`src/rtl/mm_pkg.sv`:
```
// Shared constants and state encoding for the modular-multiplier stream host.
// Latency: n/a (package only).
// Backpressure: n/a (package only).
package mm_pkg;

  localparam int MM_CAL_WIDTH      = 256;
  localparam int MM_IO_WIDTH       = 32;
  localparam int MM_BEATS          = MM_CAL_WIDTH / MM_IO_WIDTH;
  localparam int MM_TIMEOUT_CYCLES = 64;

  typedef enum logic [1:0] {
    IDLE = 2'd0,
    SEND = 2'd1,
    RECV = 2'd2,
    DONE = 2'd3
  } state_t;

  // One extra bit over clog2(beats) so the counter can never wrap inside a
  // transaction.
  function automatic int cnt_width(input int beats);
    return $clog2(beats) + 1;
  endfunction

endpackage

```
`src/rtl/mm_word_shifter.sv`:
```
// Parallel-load / serial-shift register with a beat counter, LANES lanes wide.
// Latency: load or shift takes effect on the next clk edge; o_top is the registered top word.
// Backpressure: none internally; the caller gates i_shift with its own handshake.
//
// Ports:
//   clk, rst         clock, synchronous active-high reset (clears data and count)
//   i_load           load i_load_dat into all lanes and clear the counter (wins over i_shift)
//   i_load_dat       lane k occupies bits [k*W +: W]
//   i_shift          shift every lane left by IO bits, filling LSBs from i_shift_dat
//   i_shift_dat      lane k fill word at bits [k*IO +: IO]
//   o_dat            current register contents
//   o_top            top IO bits of every lane (lane k at [k*IO +: IO])
//   o_cnt            number of shifts since the last load
module mm_word_shifter
  import mm_pkg::*;
#(
  parameter int W     = MM_CAL_WIDTH,
  parameter int IO    = MM_IO_WIDTH,
  parameter int LANES = 1,
  parameter int CNT_W = cnt_width(MM_BEATS)
) (
  input  logic                  clk,
  input  logic                  rst,
  input  logic                  i_load,
  input  logic [LANES*W-1:0]    i_load_dat,
  input  logic                  i_shift,
  input  logic [LANES*IO-1:0]   i_shift_dat,
  output logic [LANES*W-1:0]    o_dat,
  output logic [LANES*IO-1:0]   o_top,
  output logic [CNT_W-1:0]      o_cnt
);

  logic [LANES*W-1:0] r_dat;
  logic [CNT_W-1:0]   r_cnt;
  logic [LANES*W-1:0] w_nxt;

  for (genvar k = 0; k < LANES; k++) begin : g_lane
    // Lanes shift independently so the operand words never bleed into each other.
    assign w_nxt[k*W +: W]  = {r_dat[k*W +: W-IO], i_shift_dat[k*IO +: IO]};
    assign o_top[k*IO +: IO] = r_dat[k*W + W - IO +: IO];
  end

  always_ff @(posedge clk) begin
    if (rst) begin
      r_dat <= '0;
      r_cnt <= '0;
    end else if (i_load) begin
      r_dat <= i_load_dat;
      r_cnt <= '0;
    end else if (i_shift) begin
      r_dat <= w_nxt;
      r_cnt <= r_cnt + 1'b1;
    end
  end

  assign o_dat = r_dat;
  assign o_cnt = r_cnt;

endmodule

```
`src/rtl/mod_mult_stream_host.sv`:
```
// Initiator-side adapter: serializes a 256-bit operand pair into MSB-first 32-bit
// beats for the streaming modular multiplier and reassembles the 8 result beats.
// Latency: 1 accept + 8 send + multiplier + 8 receive + 1 to rsp_valid; backpressure via
// req_ready (idle only), mm_in_ready stalls send, rsp_ready holds the result.
//
// Optional feature macro: MM_TIMEOUT_EN (RECV watchdog; forces DONE with rsp_err=1).
//
// Ports:
//   clk, rst                          clock, synchronous active-high reset
//   req_valid/req_ready/req_a/req_b   operand-pair request (ready only when idle)
//   mm_in_valid/mm_in_ready           beat channel toward the multiplier
//   mm_num1/mm_num2                   A/B beat, most significant word first
//   mm_out_valid/mm_out_ready/mm_res  result beat channel from the multiplier
//   rsp_valid/rsp_ready/rsp_res       assembled result toward the controller
//   rsp_err                           watchdog timeout flag (0 unless MM_TIMEOUT_EN)
module mod_mult_stream_host
  import mm_pkg::*;
#(
  parameter int CAL_WIDTH      = MM_CAL_WIDTH,
  parameter int IO_WIDTH       = MM_IO_WIDTH,
  parameter int TIMEOUT_CYCLES = MM_TIMEOUT_CYCLES
) (
  input  logic                 clk,
  input  logic                 rst,
  input  logic                 req_valid,
  output logic                 req_ready,
  input  logic [CAL_WIDTH-1:0] req_a,
  input  logic [CAL_WIDTH-1:0] req_b,
  output logic                 mm_in_valid,
  input  logic                 mm_in_ready,
  output logic [IO_WIDTH-1:0]  mm_num1,
  output logic [IO_WIDTH-1:0]  mm_num2,
  input  logic                 mm_out_valid,
  output logic                 mm_out_ready,
  input  logic [IO_WIDTH-1:0]  mm_res,
  output logic                 rsp_valid,
  input  logic                 rsp_ready,
  output logic [CAL_WIDTH-1:0] rsp_res,
  output logic                 rsp_err
);

  // CAL_WIDTH must be a multiple of IO_WIDTH with at least two beats.
  localparam int BEATS = CAL_WIDTH / IO_WIDTH;
  localparam int CNT_W = cnt_width(BEATS);
  localparam logic [CNT_W-1:0] LAST_BEAT = CNT_W'(BEATS - 1);

  state_t r_state;
  logic   r_req_ready;
  logic   r_mm_in_valid;
  logic   r_mm_out_ready;
  logic   r_rsp_valid;

  logic                   w_accept;
  logic                   w_tx_fire;
  logic                   w_rx_fire;
  logic                   w_rsp_fire;
  logic                   w_timeout;
  logic [CNT_W-1:0]       w_tx_cnt;
  logic [CNT_W-1:0]       w_rx_cnt;
  logic [2*IO_WIDTH-1:0]  w_tx_top;
  logic [CAL_WIDTH-1:0]   w_rx_dat;
  logic [2*CAL_WIDTH-1:0] w_tx_dat_unused;
  logic [IO_WIDTH-1:0]    w_rx_top_unused;

  assign w_accept   = req_valid && r_req_ready;
  assign w_tx_fire  = r_mm_in_valid && mm_in_ready;
  assign w_rx_fire  = r_mm_out_ready && mm_out_valid;
  assign w_rsp_fire = r_rsp_valid && rsp_ready;

  // TX pair: lane 0 = A, lane 1 = B, both shifted on each accepted beat.
  mm_word_shifter #(
    .W     (CAL_WIDTH),
    .IO    (IO_WIDTH),
    .LANES (2),
    .CNT_W (CNT_W)
  ) u_tx (
    .clk         (clk),
    .rst         (rst),
    .i_load      (w_accept),
    .i_load_dat  ({req_b, req_a}),
    .i_shift     (w_tx_fire),
    .i_shift_dat ('0),
    .o_dat       (w_tx_dat_unused),
    .o_top       (w_tx_top),
    .o_cnt       (w_tx_cnt)
  );

  // RX accumulator: beats enter at the LSB end so the first beat ends up on top.
  // It stops shifting once RECV ends, so it doubles as the response register.
  mm_word_shifter #(
    .W     (CAL_WIDTH),
    .IO    (IO_WIDTH),
    .LANES (1),
    .CNT_W (CNT_W)
  ) u_rx (
    .clk         (clk),
    .rst         (rst),
    .i_load      (w_accept),
    .i_load_dat  ('0),
    .i_shift     (w_rx_fire),
    .i_shift_dat (mm_res),
    .o_dat       (w_rx_dat),
    .o_top       (w_rx_top_unused),
    .o_cnt       (w_rx_cnt)
  );

`ifdef MM_TIMEOUT_EN
  localparam int WD_W = $clog2(TIMEOUT_CYCLES + 1);
  localparam logic [WD_W-1:0] WD_LAST = WD_W'(TIMEOUT_CYCLES - 1);

  logic [WD_W-1:0] r_wdog;
  logic            r_rsp_err;

  // Fires on the TIMEOUT_CYCLES-th consecutive beat-less cycle in RECV.
  assign w_timeout = (r_state == RECV) && !w_rx_fire && (r_wdog == WD_LAST);

  always_ff @(posedge clk) begin
    if (rst) begin
      r_wdog    <= '0;
      r_rsp_err <= 1'b0;
    end else begin
      if (r_state != RECV || w_rx_fire) begin
        r_wdog <= '0;
      end else begin
        r_wdog <= r_wdog + 1'b1;
      end
      if (w_timeout) begin
        r_rsp_err <= 1'b1;
      end else if (w_rsp_fire) begin
        r_rsp_err <= 1'b0;
      end
    end
  end

  assign rsp_err = r_rsp_err;
`else
  logic w_cfg_unused;
  assign w_cfg_unused = |TIMEOUT_CYCLES;
  assign w_timeout    = 1'b0;
  assign rsp_err      = 1'b0;
`endif

  always_ff @(posedge clk) begin
    if (rst) begin
      r_state        <= IDLE;
      r_req_ready    <= 1'b1;
      r_mm_in_valid  <= 1'b0;
      r_mm_out_ready <= 1'b0;
      r_rsp_valid    <= 1'b0;
    end else begin
      case (r_state)
        IDLE: begin
          if (w_accept) begin
            r_req_ready   <= 1'b0;
            r_mm_in_valid <= 1'b1;
            r_state       <= SEND;
          end
        end
        SEND: begin
          if (w_tx_fire && (w_tx_cnt == LAST_BEAT)) begin
            r_mm_in_valid  <= 1'b0;
            r_mm_out_ready <= 1'b1;
            r_state        <= RECV;
          end
        end
        RECV: begin
          // The multiplier streams its burst unthrottled, so ready stays high
          // for the whole of RECV.
          if ((w_rx_fire && (w_rx_cnt == LAST_BEAT)) || w_timeout) begin
            r_mm_out_ready <= 1'b0;
            r_rsp_valid    <= 1'b1;
            r_state        <= DONE;
          end
        end
        DONE: begin
          // req_ready only rises on leaving DONE, so a request presented
          // alongside rsp_ready is taken one cycle later in IDLE.
          if (w_rsp_fire) begin
            r_rsp_valid <= 1'b0;
            r_req_ready <= 1'b1;
            r_state     <= IDLE;
          end
        end
        default: begin
          r_state <= IDLE;
        end
      endcase
    end
  end

  assign req_ready    = r_req_ready;
  assign mm_in_valid  = r_mm_in_valid;
  assign mm_out_ready = r_mm_out_ready;
  assign rsp_valid    = r_rsp_valid;
  assign mm_num1      = w_tx_top[IO_WIDTH-1:0];
  assign mm_num2      = w_tx_top[2*IO_WIDTH-1:IO_WIDTH];
  assign rsp_res      = w_rx_dat;

endmodule

```
`config.mk`:
```
export PLATFORM = sky130hd
export DESIGN_NAME = mod_mult_stream_host
export DESIGN_NICKNAME = d
export VERILOG_FILES = /design/src/rtl/mm_pkg.sv /design/src/rtl/mm_word_shifter.sv /design/src/rtl/mod_mult_stream_host.sv
export SDC_FILE = /design/constraint.sdc
export NUM_CORES = 2
export LEC_CHECK = 0
export ABC_CLOCK_PERIOD_IN_PS = 1900
export BUFFER_PORTS_ARGS = -buffer_cell sky130_fd_sc_hd__buf_2
export CORE_AREA = 2 2 339 341
export DETAILED_ROUTE_END_ITERATION = 10
export DIE_AREA = 0 0 341 343
export GPL_ROUTABILITY_DRIVEN = 0
export HOLD_SLACK_MARGIN = 0.06
export PLACE_DENSITY = 0.51
export SYNTH_ARGS = -nofsm -noshare
export SYNTH_HDL_FRONTEND = slang
export SYNTH_SLANG_ARGS = --single-unit
```
`constraint.sdc`:
```
create_clock -name clk -period 1.9 [get_ports clk]
set_input_delay 0.285 -clock clk [delete_from_list [all_inputs] [get_ports clk]]
set_output_delay 0.285 -clock clk [all_outputs]
set_load 0.02 [all_outputs]
```
==> summary.txt <==
Detailed routing
  – DRC viols: 0
  – Drt first pass iters: 5
  – WL per Instance: 19.3 µm
  – Vias/cell: 4.84
  – Initial DRC count: 2131
  – Routed WL: 132000 µm
  – DRT antenna net count: 0
  – Via Count: 33000

Clock network
  – Clk root buf: clkbuf_16
  – Clk slew on worst S/H paths: 60 ps
  – Max H-tree Level: 3
  – Clock Sinks: 782
  – Longest Clk Path Bufs: 3
  – Cts bufs inserted: 90
  – CTS tree: built
  – Skew-Pair Late Insertion Delay: 650 ps

STA
  – Peak Freq: 0.572 GHz
  – Setup TNS: 0 ps
  – Tcrit/Tclk final: 92.1%
  – Unrepaired setup endpoints after global routing: false
  – Final setup vio count: 0
  – Slew Viols, Final: 0
  – Min Tclk post-route: 1750 ps
  – Least-Margin Pin Slew: 763 ps
  – Hold Fails Final Rpt: 0
  – Hold_ws: 130 ps
  – Worst slew margin: 49.1%
  – Final Skew: 22.4 ps

Synth
  – Top cells by area, synth: dfxtp_1 47%, nand2_1 18%, a311oi_2 13%
  – Mapped cell area: 0.0331 mm²
  – Post-Syn Area per Cell: 8.23 µm²
  – Cell count after synthesis: 4021
  – Register area share after synthesis: 47.3%
  – Prevailing post-synth register cell: dfxtp_1
  – Synthesis Warnings: 0
  – EDFF count, synth: 0
  – Commonest cells post-synth: 1546 x nand2_1, 782 x dfxtp_1, 455 x nor2_1
  – Post-synth ARST share: 0%
  – Cell taking the most area after synthesis: dfxtp_1
  – Seq cells post-synth: 782
  – Synth top area share: 47.3%
  – Syn_nets: 4577
  – Top-count cell post-synth: nand2_1
  – Post-synth cell types: 36

Hold path
  – Hold path cells: 3
  – Worst Hold Class: in -> reg

Floorplan
  – Die width: 341 µm
  – Die H: 343 µm
  – I/O pin cnt: 875
  – Die area: 0.117 mm²
  – # rows: 124
  – Initial core utilization: 29.2%
  – Core Box Area: 0.113 mm²

Layout
  – Final instance area: 0.0471 mm²
  – Layout cell share with drive strength beyond 1: 26.8%
  – Layout area overhead: 42.5%
  – Final Core Density: 41.6%
  – Post-layout nets: 5784

Setup path
  – CP endpoint kind: flip-flop
  – CP arrival: 2280 ps
  – Setup CP Type: reg -> reg
  – Worst path required time: 2430 ps
  – Crit start category: flip-flop
  – Max FO, Critical Path: 55
  – Worst Reg-to-Reg Cells: 5

GRT
  – First-pass GRT wire length: 194000 µm
  – Congestion Overflow GR: 0
  – Pin count of the biggest net entering global routing: 86
  – GRT Total Usage: 21.3%
  – Vias in the first global route: 31900
  – Antenna violations before repair: 21

Placement
  – Detailed Place HPWL: 92900 µm
  – Port bufs: 873
  – Placed Area: 0.0388 mm²

Pwr
  – Leakage: 18.3 nW
  – Max VDD drop: 0.685 mV
  – PD cells: 1120 mW/mm²

Job
  – Max Cap Violations: 0

Outcome
  – Status: completed
-- cell families after synthesis --
logic type	synth area share [%]
AOI/OAI and AO/OA	22.4
adders and majority gates	0.227
and+or+nand+nor	23.0
buffers and inverters	6.88
other	0.0113
DFF	47.3
xor gates and xnor gates	0.159
-- registers in the layout (all words and copies together), names as in the netlist --
| register | cells |
|---|---|
| mm_in_valid | 1 |
| mm_out_ready | 1 |
| r_state | 2 |
| req_ready | 1 |
| rsp_valid | 1 |
| u_rx.o_cnt | 4 |
| u_rx.o_dat | 256 |
| u_tx.o_cnt | 4 |
| u_tx.o_dat | 512 |
-- worst max-delay path: stages (launching register included) --
cell	delay (ps)
dfxtp_2	400
nand2_8	260
buf_12	230
buf_12	260
nor2_1	100
a311oi_1	290
-- layout by cell type, fill, tap and decap left out, drive strengths merged, types with 2 or more instances in the layout --
cell         netlist  final
a21bo              2      2
a21oi            325    325
a311oi           448    448
and2               3      3
buf              205    992
bufinv             0      3
clkbuf           217    136
clkinv             0     14
dfxtp            782    782
diode              0     13
dlygate4sd3        0    545
ha                 6      6
inv                2      7
nand2           1548   1548
nand4              5      5
nor2             455    455
nor2b              2      2
o21ai              2      2
xnor2              2      2
xor2               4      4
-- stage by stage --
stage / setup WS, ps / power (mW) / std cells
floorplan: 384 / 30.4 / 4021
global placement: -145 / 35.0 / 6103
detailed placement: -162 / 35.1 / 6103
CTS: 98.6 / 53.3 / 6807
global route: 46.6 / 55.5 / 6818
finish: 151 / 52.9 / 6820
-- power breakdown --
part / total [mW] / internal, mW / switching (mW)
registers: 21.1 / 19.1 / 2.04
clock network: 17.2 / 10.0 / 7.20
logic: 14.5 / 5.64 / 8.89
-- layout make-up --
| cell class | instances | area (µm²) |
|---|---|---|
| Multi-Input combinational cell | 2815 | 15200 |
| Inverter | 2 | 7.51 |
| Clock inverter | 23 | 245 |
| Timing Repair Buffer | 1537 | 11500 |
| Antenna cell | 13 | 32.5 |
| Tap cell | 1512 | 1890 |
| Clock buffer | 136 | 2650 |
| Fill cell | 11300 | 66300 |
| Sequential cell | 782 | 15700 |
-- metal layers --
metal / GRT usage, % / up-vias / part of all wire [%]
met1: 27.0 / 15500 / 43
met3: 3.88 / 361 / 4.9
met2: 34.4 / 1097 / 46
met4: 11.2 / 14 / 5.2
li1: - / 16000 / -
met5: 0 / - / 0.068
-- what timing repair did --
item,4_1_cts,5_1_grt
endpoints found under the setup margin,505,1
hold buffers,545,0
pin swaps,0,0
hold endpoints to repair,544,0
resized for setup,1,1
buffers inserted,0,0
-- path summary, 6_finish.rpt --
check / startpoint / to / slack, ps
max: req_ready$_SDFFE_PP1P_ / u_tx.o_dat[44]$_SDFFE_PP0P_ / 150
max reg2reg: req_ready$_SDFFE_PP1P_ / u_tx.o_dat[44]$_SDFFE_PP0P_ / 150
min reg2reg: u_rx.o_dat[228]$_SDFFE_PP0P_ / u_rx.o_dat[228]$_SDFFE_PP0P_ / 450
min: req_a[92] / u_tx.o_dat[92]$_SDFFE_PP0P_ / 130
Power figures use the tool's default switching activity.
